==> src/rtl/sdlib_fifo_pkg.sv <==
// sdlib_fifo_pkg
//   Shared definitions for the "S" FIFO head/tail control stages.
//   Holds the binary <-> Gray pointer conversions used on both sides of a
//   clock-domain crossing, so head and tail always agree on the encoding.
//
//   The conversions operate on a 32-bit word. Callers pass a narrower pointer
//   zero-extended and take back the low bits they need; zero upper bits leave
//   the low-order result identical to a native-width conversion.
package sdlib_fifo_pkg;

  localparam int unsigned PTR_MAX_W = 32;

  typedef logic [PTR_MAX_W-1:0] ptr_word_t;

  function automatic ptr_word_t bin2grey(input ptr_word_t b);
    return b ^ (b >> 1);
  endfunction

  // Prefix-XOR from the MSB downward, done in log2 doubling steps.
  function automatic ptr_word_t grey2bin(input ptr_word_t g);
    ptr_word_t b;
    b = g;
    for (int unsigned s = 1; s < PTR_MAX_W; s = s * 2) begin
      b = b ^ (b >> s);
    end
    return b;
  endfunction

endpackage

==> src/rtl/sd_fifo_head_s_sync2.sv <==
// sd_sync2
//   Two-flop synchronizer of parameterizable width with asynchronous,
//   active-high reset. Used to bring a Gray-coded pointer into the local
//   clock domain; only one bit may change per source update.
//
//   Ports:
//     clk    in   destination-domain clock
//     reset  in   asynchronous, active-high reset (flops clear to 0)
//     d_i    in   [width-1:0] value from the foreign domain
//     q_o    out  [width-1:0] synchronized value, two clk edges later
module sd_sync2 #(
  parameter int width = 1
) (
  input  logic             clk,
  input  logic             reset,
  input  logic [width-1:0] d_i,
  output logic [width-1:0] q_o
);

  logic [width-1:0] meta_q;
  logic [width-1:0] sync_q;

  always_ff @(posedge clk or posedge reset) begin
    if (reset) begin
      meta_q <= '0;
      sync_q <= '0;
    end else begin
      meta_q <= d_i;
      sync_q <= meta_q;
    end
  end

  assign q_o = sync_q;

endmodule

==> src/rtl/sd_fifo_head_s.sv <==
// sd_fifo_head_s
//   Write-side control stage of the "S" FIFO. Accepts words from an upstream
//   srdy/drdy source, produces memory write strobe/address, publishes the
//   write pointer to the paired tail stage and consumes the tail's read
//   pointer to derive full and usage.
//
//   Parameters:
//     depth        FIFO size in words (power of 2, >= 2)
//     async        1: pointers exchanged as Gray code across clock domains
//                  0: binary pointers, same clock
//     afull_level  usage threshold for c_afull (1..depth)
//     asz          address width, derived from depth
//
//   Ports:
//     clk         in   write-domain clock
//     reset       in   asynchronous, active-high reset
//     c_srdy      in   upstream word valid
//     c_drdy      out  block can accept a word
//     wr_en       out  memory write strobe
//     wr_addr     out  [asz-1:0] memory write address
//     wrptr_head  out  [asz:0] write pointer to tail (binary or Gray)
//     rdptr_tail  in   [asz:0] read pointer from tail (binary or Gray)
//     c_usage     out  [asz:0] words held, as seen from the write side
//     c_afull     out  almost-full flag
//
//   Build option: define SDLIB_FIFO_HEAD_AFULL_EN to enable the registered
//   almost-full flag; otherwise c_afull is tied low.
module sd_fifo_head_s
  import sdlib_fifo_pkg::*;
#(
  parameter  int depth       = 16,
  parameter  int async       = 0,
  parameter  int afull_level = depth - 2,
  localparam int asz         = $clog2(depth)
) (
  input  logic           clk,
  input  logic           reset,
  input  logic           c_srdy,
  output logic           c_drdy,
  output logic           wr_en,
  output logic [asz-1:0] wr_addr,
  output logic [asz:0]   wrptr_head,
  input  logic [asz:0]   rdptr_tail,
  output logic [asz:0]   c_usage,
  output logic           c_afull
);

  logic [asz:0] wrptr;
  logic [asz:0] nxt_wrptr;
  logic [asz:0] rdptr;
  logic         full;

  // Words held between two pointers; the wrap bits select which half of the
  // doubled address space the write pointer is in.
  function automatic logic [asz:0] usage_of(input logic [asz:0] w,
                                            input logic [asz:0] r);
    if (w[asz] == r[asz]) begin
      return w - r;
    end else begin
      return ({1'b0, w[asz-1:0]} + (asz+1)'(depth)) - {1'b0, r[asz-1:0]};
    end
  endfunction

  assign full      = (wrptr[asz-1:0] == rdptr[asz-1:0]) && (wrptr[asz] != rdptr[asz]);
  assign c_drdy    = !full && !reset;
  assign wr_en     = c_srdy && c_drdy;
  assign wr_addr   = wrptr[asz-1:0];
  assign nxt_wrptr = wr_en ? wrptr + (asz+1)'(1) : wrptr;
  assign c_usage   = reset ? '0 : usage_of(wrptr, rdptr);

  generate
    if (async != 0) begin : g_async
      logic [asz:0] rdptr_sync;
      logic [asz:0] wrptr_head_q;
      logic [asz:0] wrptr_head_d;

      sd_sync2 #(
        .width (asz + 1)
      ) u_rdptr_sync (
        .clk   (clk),
        .reset (reset),
        .d_i   (rdptr_tail),
        .q_o   (rdptr_sync)
      );

      assign rdptr        = (asz+1)'(grey2bin(ptr_word_t'(rdptr_sync)));
      assign wrptr_head_d = (asz+1)'(bin2grey(ptr_word_t'(nxt_wrptr)));

      // Only the Gray register is stored; the binary pointer is decoded from
      // it so the published and local pointers can never disagree.
      assign wrptr        = (asz+1)'(grey2bin(ptr_word_t'(wrptr_head_q)));

      always_ff @(posedge clk or posedge reset) begin
        if (reset) begin
          wrptr_head_q <= '0;
        end else begin
          wrptr_head_q <= wrptr_head_d;
        end
      end

      assign wrptr_head = wrptr_head_q;
    end else begin : g_sync
      logic [asz:0] wrptr_q;
      logic [asz:0] wrptr_d;

      assign wrptr_d = nxt_wrptr;
      assign rdptr   = rdptr_tail;

      always_ff @(posedge clk or posedge reset) begin
        if (reset) begin
          wrptr_q <= '0;
        end else begin
          wrptr_q <= wrptr_d;
        end
      end

      assign wrptr      = wrptr_q;
      assign wrptr_head = wrptr_q;
    end
  endgenerate

`ifdef SDLIB_FIFO_HEAD_AFULL_EN
  logic c_afull_q;
  logic c_afull_d;

  // Looks ahead to the post-write usage so the flag lands on the write edge.
  assign c_afull_d = usage_of(nxt_wrptr, rdptr) >= (asz+1)'(afull_level);

  always_ff @(posedge clk or posedge reset) begin
    if (reset) begin
      c_afull_q <= 1'b0;
    end else begin
      c_afull_q <= c_afull_d;
    end
  end

  assign c_afull = c_afull_q;
`else
  assign c_afull = 1'b0;
`endif

endmodule

==> config.mk <==
export PLATFORM = sky130hd
export DESIGN_NAME = sd_fifo_head_s
export DESIGN_NICKNAME = d
export VERILOG_FILES = /design/src/rtl/sdlib_fifo_pkg.sv /design/src/rtl/sd_fifo_head_s_sync2.sv /design/src/rtl/sd_fifo_head_s.sv
export SDC_FILE = /design/constraint.sdc
export NUM_CORES = 1
export LEC_CHECK = 0
export CORE_AREA = 4 4 41 43
export DETAILED_ROUTE_END_ITERATION = 10
export DIE_AREA = 0 0 45 47
export DONT_BUFFER_PORTS = 1
export PLACE_DENSITY_LB_ADDON = 0.3
export SYNTH_ARGS = -nofsm -noshare
export SYNTH_HDL_FRONTEND = slang
export SYNTH_SLANG_ARGS = --single-unit
==> constraint.sdc <==
create_clock -name clk -period 1.55 [get_ports clk]
set_input_delay 0.155 -clock clk [delete_from_list [all_inputs] [get_ports clk]]
set_output_delay 0.155 -clock clk [all_outputs]
set_load 0.05 [all_outputs]
==> metrics.yaml, run 1 <==
outcome:
  status: "finished, violations left"
  violations: "setup timing"
setup_path:
  max_stage_delay_ns: 0.37
  crit_required_ns: 1.39
  critPathSlowestCell: "dfrtp_2"
  critical_path_class: "register to primary output"
  path_delay_family: "adder cells"
  path_cells: "inv_2, ha_4, fa_2, nor2b_4, o21ai_2, nand3_1, nor3b_4, buf_12"
  worst-path-buf-inv: 2
  crit_fanout: 2
  worstPathArrival_ns: 1.82
  end_kind: "primary output"
  crit_path_start_kind: "register"
clock_tree:
  ctsHtreeMaxLevel: 1
  cts_sinks: 5
  root_buffer: "clkbuf_4"
  worstSkewPairLatency_ns: 0.25
  clkTransAtPathRegs_ns: 0.05
  cts_made_buffers: 3
  clock_path_buffers: 2
  cts_tree: "built"
placement:
  io_buffer_count: 0
  place.gp.congestion: 0.695
  dp.cells: 83
  post-place-ws_ns: -0.226
  post-dp-hpwl_um: 919
timing:
  fin_crit_ns: 1.97
  hold_ws_ns: 0.268
  fin_worst_skew_ns: 0.00762
  fin_crit_sh: 1.27
  fin_ws_ns: -0.423
  maxSlewViolCount: 0
  setup_viol: 10
  hold_viol_final: 0
  grt_setup_unrepaired: "yes"
  max_freq_mhz: 507
detailed_routing:
  viasPerCell: 4.78
  routed_wl_mm: 1.10
  drt_iter0_markers: 1
  route.vias.total: 425
  remaining_drc_errors: 0
  postRouteAntennaNets: 0
  firstDrtPassIters: 2
  wl_per_cell_um: 12.4
synth:
  yosysWarnings: 0
  yosysMostFrequentCell: "inv_1"
  synth_common_cells: "9 x inv_1, 5 x buf_4, 5 x dfrtp_1, 5 x ha_1, 4 x xnor2_1"
  yosysTopAreaCellShare: 0.254
  synth.distinct_cells: 22
  synth.avg_cell_area_um2: 8.96
  synth-async-reset-ratio: 1.00
  syn_nets: 69
  yosys_register_bits: 5
  syn_area_um2: 493
  synth_edf_count: 0
  ys_seq_area_frac: 0.254
  synth_flop_cell: "dfrtp_1"
  synthTopCellsByArea: "dfrtp_1 25%, ha_1 13%, buf_4 7.6%, xnor2_1 7.1%, inv_1 6.9%"
  yosys.area.top_type: "dfrtp_1"
  synthCells: 55
grt:
  overflow: 0
  grt_usage: 0.128
  grt_pass1_wl_mm: 1.82
  grt_pass1_vias: 426
  grt_max_degree: 9
  antenna_found_initial: 0
floorplanning:
  ios: 25
  rows: 13
  die_area_um2: 2120
  start_util: 0.379
  fp.dieW_um: 45
  die_height_um: 47
  core_um2: 1300
run:
  maxCapViolations: 0
finish:
  syn2layout_area_growth_pct: 77.4
  fillers: 107
  final_nets: 89
  layout.cells.non_filler: 89
  antennaDiodeCount: 0
  largest_reg_flops: 5
  drive_gt1_frac: 0.703
hold_path:
  worstHoldPathType: "primary input to async pin"
==> cell type report <==
type                    count  area [µm²]  share of cell area
well taps                  15        18.8              0.0215
clock buffers               4        26.3              0.0300
multi-input cells          35         415               0.475
repair buffers             21         250               0.286
inverters                   9        33.8              0.0386
flip-flops and latches      5         130               0.149
==> repair_timing <==
action                     4_1_cts  5_1_grt
hold endpoints to repair         5        0
buffers inserted                 1        0
hold buffers                     1        0
setup endpoints to repair        7       11
pin swaps                        8        6
gates resized for setup          5        5
==> kinds of logic (layout without fill, tap and decap cells) <==
group           count (synthesis)  in the layout  synth area share
compound gates                  7              7            0.0939
xor+xnor                        5              5             0.104
fa+ha+maj                       6              6             0.168
buf+inv                        15             34             0.168
flops                           5              5             0.254
other cells                     1              1           0.00761
simple gates                   16             16             0.206
==> per-stage QoR <==
stage | cell area [µm²] | utilization | TNS (ns)
floorplan | 612 | - | -2.60
global placement | 800 | 0.614 | -0.312
detailed placement | 800 | 0.614 | -0.382
CTS | 862 | 0.663 | -1.54
global route | 875 | 0.672 | -2.31
finish | 875 | 0.672 | -1.53
==> layer usage <==
metal  vias up  track usage  wire, µm  share of wire
li1        210            -         -              -
met1       190        0.141       450           0.41
met2        21        0.198       521           0.47
met3         4       0.0575       109          0.099
met4         0       0.0877        21          0.019
met5         -            0         0              0
==> cell usage in the layout (no fill, tap or decap), drive strengths merged <==
cell type / count
a21oi: 4
and4: 1
buf: 20
clkbuf: 4
conb: 1
dfrtp: 5
dlygate4sd3: 1
fa: 1
ha: 5
inv: 9
nand2: 2
nand2b: 1
nand3: 2
nand4: 2
nor2: 2
nor2b: 3
nor3: 1
nor3b: 2
o21ai: 3
xnor2: 4
xor2: 1
==> path summary, 6_finish.rpt <==
kind                       cells after the start          start  slack (ns)            end
max                                            8  wrptr_head[0]       -0.42     c_usage[4]
max reg2reg                                    7  wrptr_head[1]       -0.05  wrptr_head[3]
max in group asynchronous                      2          reset        1.09  wrptr_head[0]
min in group clk                               5         c_srdy        0.29  wrptr_head[2]
min reg2reg                                    3  wrptr_head[0]        0.68  wrptr_head[0]
min                                            2          reset        0.27  wrptr_head[4]
Power of run 1 is left out: the tool's default activity adds up to more than one toggle a clock period on the data nets, which glitch-free logic cannot reach.
==> run 2, diff against run 1 <==
--- a/config.mk
+++ b/config.mk
@@ -5,10 +5,11 @@
 export SDC_FILE = /design/constraint.sdc
 export NUM_CORES = 1
 export LEC_CHECK = 0
-export CORE_AREA = 4 4 41 43
+export CORE_AREA = 2 2 39 41
 export DETAILED_ROUTE_END_ITERATION = 10
-export DIE_AREA = 0 0 45 47
+export DIE_AREA = 0 0 41 43
 export DONT_BUFFER_PORTS = 1
+export GPL_TIMING_DRIVEN = 0
 export PLACE_DENSITY_LB_ADDON = 0.3
 export SYNTH_ARGS = -nofsm -noshare
 export SYNTH_HDL_FRONTEND = slang
==> metrics.yaml, run 2 (same netlist as run 1, synthesis figures left out) <==
finish:
  fillers: 127  # +19%
  layout_commonest_cell: "buf_4"
  layout_common_cells: "9 x buf_4, 8 x inv_1, 4 x xnor2_1, 4 x ha_4"
  ff_latch_area_um2: 133  # +1.9%
  antennaDiodeCount: 0  # unchanged
  drive_gt1_frac: 0.636  # -0.0663
  largest_reg_flops: 5  # unchanged
  multi_input_area_um2: 417  # +0.30%
  syn2layout_area_growth_pct: 50.3
  layout.cells.non_filler: 82  # -7.9%
  final_nets: 81  # -9.0%
clock_tree:
  cts_tree: "built"
  cts_made_buffers: 3  # unchanged
  root_buffer: "clkbuf_4"
  ctsHtreeMaxLevel: 1  # unchanged
  worstSkewPairLatency_ns: 0.24  # about the same
  clock_path_buffers: 2  # unchanged
  clkTransAtPathRegs_ns: 0.04  # about the same
  cts_sinks: 5  # unchanged
outcome:
  status: "finished, violations left"
  violations: "setup timing"
detailed_routing:
  route.vias.total: 403  # -5.2%
  viasPerCell: 4.91  # +2.9%
  wl_per_cell_um: 12.0  # -3.5%
  firstDrtPassIters: 4  # +2
  drt_iter0_markers: 3  # +2
  met3_length_um: 86  # -21%
  remaining_drc_errors: 0  # unchanged
  postRouteAntennaNets: 0  # unchanged
  routed_wl_um: 981  # -11%
  maxUsedRoutingLayer: "met3"
  wl_met2_um: 497  # -4.6%
  met1_length_um: 398  # -12%
setup_path:
  worstPathArrival_ns: 2.20  # +0.38 ns
  crit_fanout: 5  # +3
  end_kind: "primary output"
  crit_required_ns: 1.39  # about the same
  critical_path_class: "register to primary output"
  crit_path_start_kind: "register"
timing:
  setup_viol: 12  # +2
  hold_ws_ns: 0.232  # -0.0359 ns
  hold_viol_final: 0  # unchanged
  fin_worst_skew_ns: 0.00637  # -0.00126 ns
  maxSlewViolCount: 0  # unchanged
  grt_setup_unrepaired: "yes"
  finalSetupTns_ns: -5.12  # -3.59 ns
  fin_crit_ns: 2.35  # +0.381 ns
  max-slew-margin-rel: 0.591
  max_freq_mhz: 425  # -16%
  fin_ws_ns: -0.805  # -0.381 ns
  fin_crit_sh: 1.52  # +0.246
  tightest_slew_ns: 0.614
floorplanning:
  rows: 14  # +1
  ios: 25  # unchanged
  core_um2: 1380  # +6.3%
  die_height_um: 43  # -8.5%
  fp.dieW_um: 41  # -8.9%
  start_util: 0.356  # -0.0226
  die_area_um2: 1760  # -17%
placement:
  post-dp-hpwl_um: 781  # -15%
  post-place-ws_ns: -0.642  # -0.416 ns
  dp.cells: 71  # -14%
  io_buffer_count: 0  # unchanged
  place.gp.congestion: 0.640  # -7.9%
grt:
  antenna_found_initial: 0  # unchanged
  grt_usage: 0.134  # +0.00623
  overflow: 0  # unchanged
  grt_max_degree: 9  # unchanged
  grt_pass1_wl_mm: 1.61  # -12%
  grt_pass1_vias: 366  # -14%
hold_path:
  worstHoldPathType: "primary input to register"
run:
  maxCapViolations: 0  # unchanged
-- run 2: cell count changes in the layout (fill, tap and decap cells not counted), sizes merged --
| cell | change |
|---|---|
| buf | -8 |
-- run 2: worst max-delay path, cell delays in order (launching register included) --
cell and delay, ns:
dfrtp_2 0.55, inv_2 0.10, ha_4 0.18, fa_2 0.36, nor2b_4 0.13, o21ai_2 0.07
nand3_1 0.07, nor3b_4 0.51
-- run 2: through the flow --
step                      utilization  cell area (µm²)
final                           0.535              741
after global routing            0.535              741
after CTS                       0.505              699
after detailed placement        0.457              632
after global placement          0.457              632
after floorplan                     -              612
-- run 2: path summary, 6_finish.rpt --
| check | slack (ns) | end | cells after the start | startpoint |
|---|---|---|---|---|
| setup reg to reg | -0.44 | wrptr_head[4] | 6 | wrptr_head[0] |
| setup / recovery | -0.80 | c_usage[4] | 7 | wrptr_head[0] |
| min in group asynchronous | 0.42 | wrptr_head[4] | 3 | reset |
| hold reg to reg | 0.68 | wrptr_head[2] | 1 | wrptr_head[2] |
| hold / removal | 0.23 | wrptr_head[1] | 3 | c_srdy |
| max in group asynchronous | 0.94 | wrptr_head[0] | 3 | reset |
-- run 2: per-layer routing --
| layer | vias up | GRT usage |
|---|---|---|
| li1 | 191 | - |
| met1 | 192 | 0.176 |
| met2 | 20 | 0.188 |
| met3 | 0 | 0.0681 |
| met4 | 0 | 0.0400 |
| met5 | - | 0 |
-- run 2: area by class of cell --
class / instances / share of cell area
Multi-Input combinational cell: 35 / 0.563
Clock buffer: 4 / 0.0355
Inverter: 9 / 0.0456
Sequential cell: 5 / 0.179
Tap cell: 16 / 0.0270
Timing Repair Buffer: 7 / 0.0845
Buffer: 6 / 0.0659
-- run 2: timing repair --
item / in CTS / in global routing
endpoints found under the setup margin: 12 / 12
endpoints found under the hold margin: 5 / 0
setup buffers: 2 / 4
gates resized for setup: 4 / 4
pin swaps: 10 / 6
hold buffers: 1 / 0
Power of run 2 is left out for the same reason.
==> run 3, diff against run 2 <==
--- a/config.mk
+++ b/config.mk
@@ -5,6 +5,7 @@
 export SDC_FILE = /design/constraint.sdc
 export NUM_CORES = 1
 export LEC_CHECK = 0
+export CAP_MARGIN = 15
 export CORE_AREA = 2 2 39 41
 export DETAILED_ROUTE_END_ITERATION = 10
 export DIE_AREA = 0 0 41 43
==> results of run 3 <==
Final layout, timing and power as in run 2 (identical DEF).
Power of run 3 is left out for the same reason.
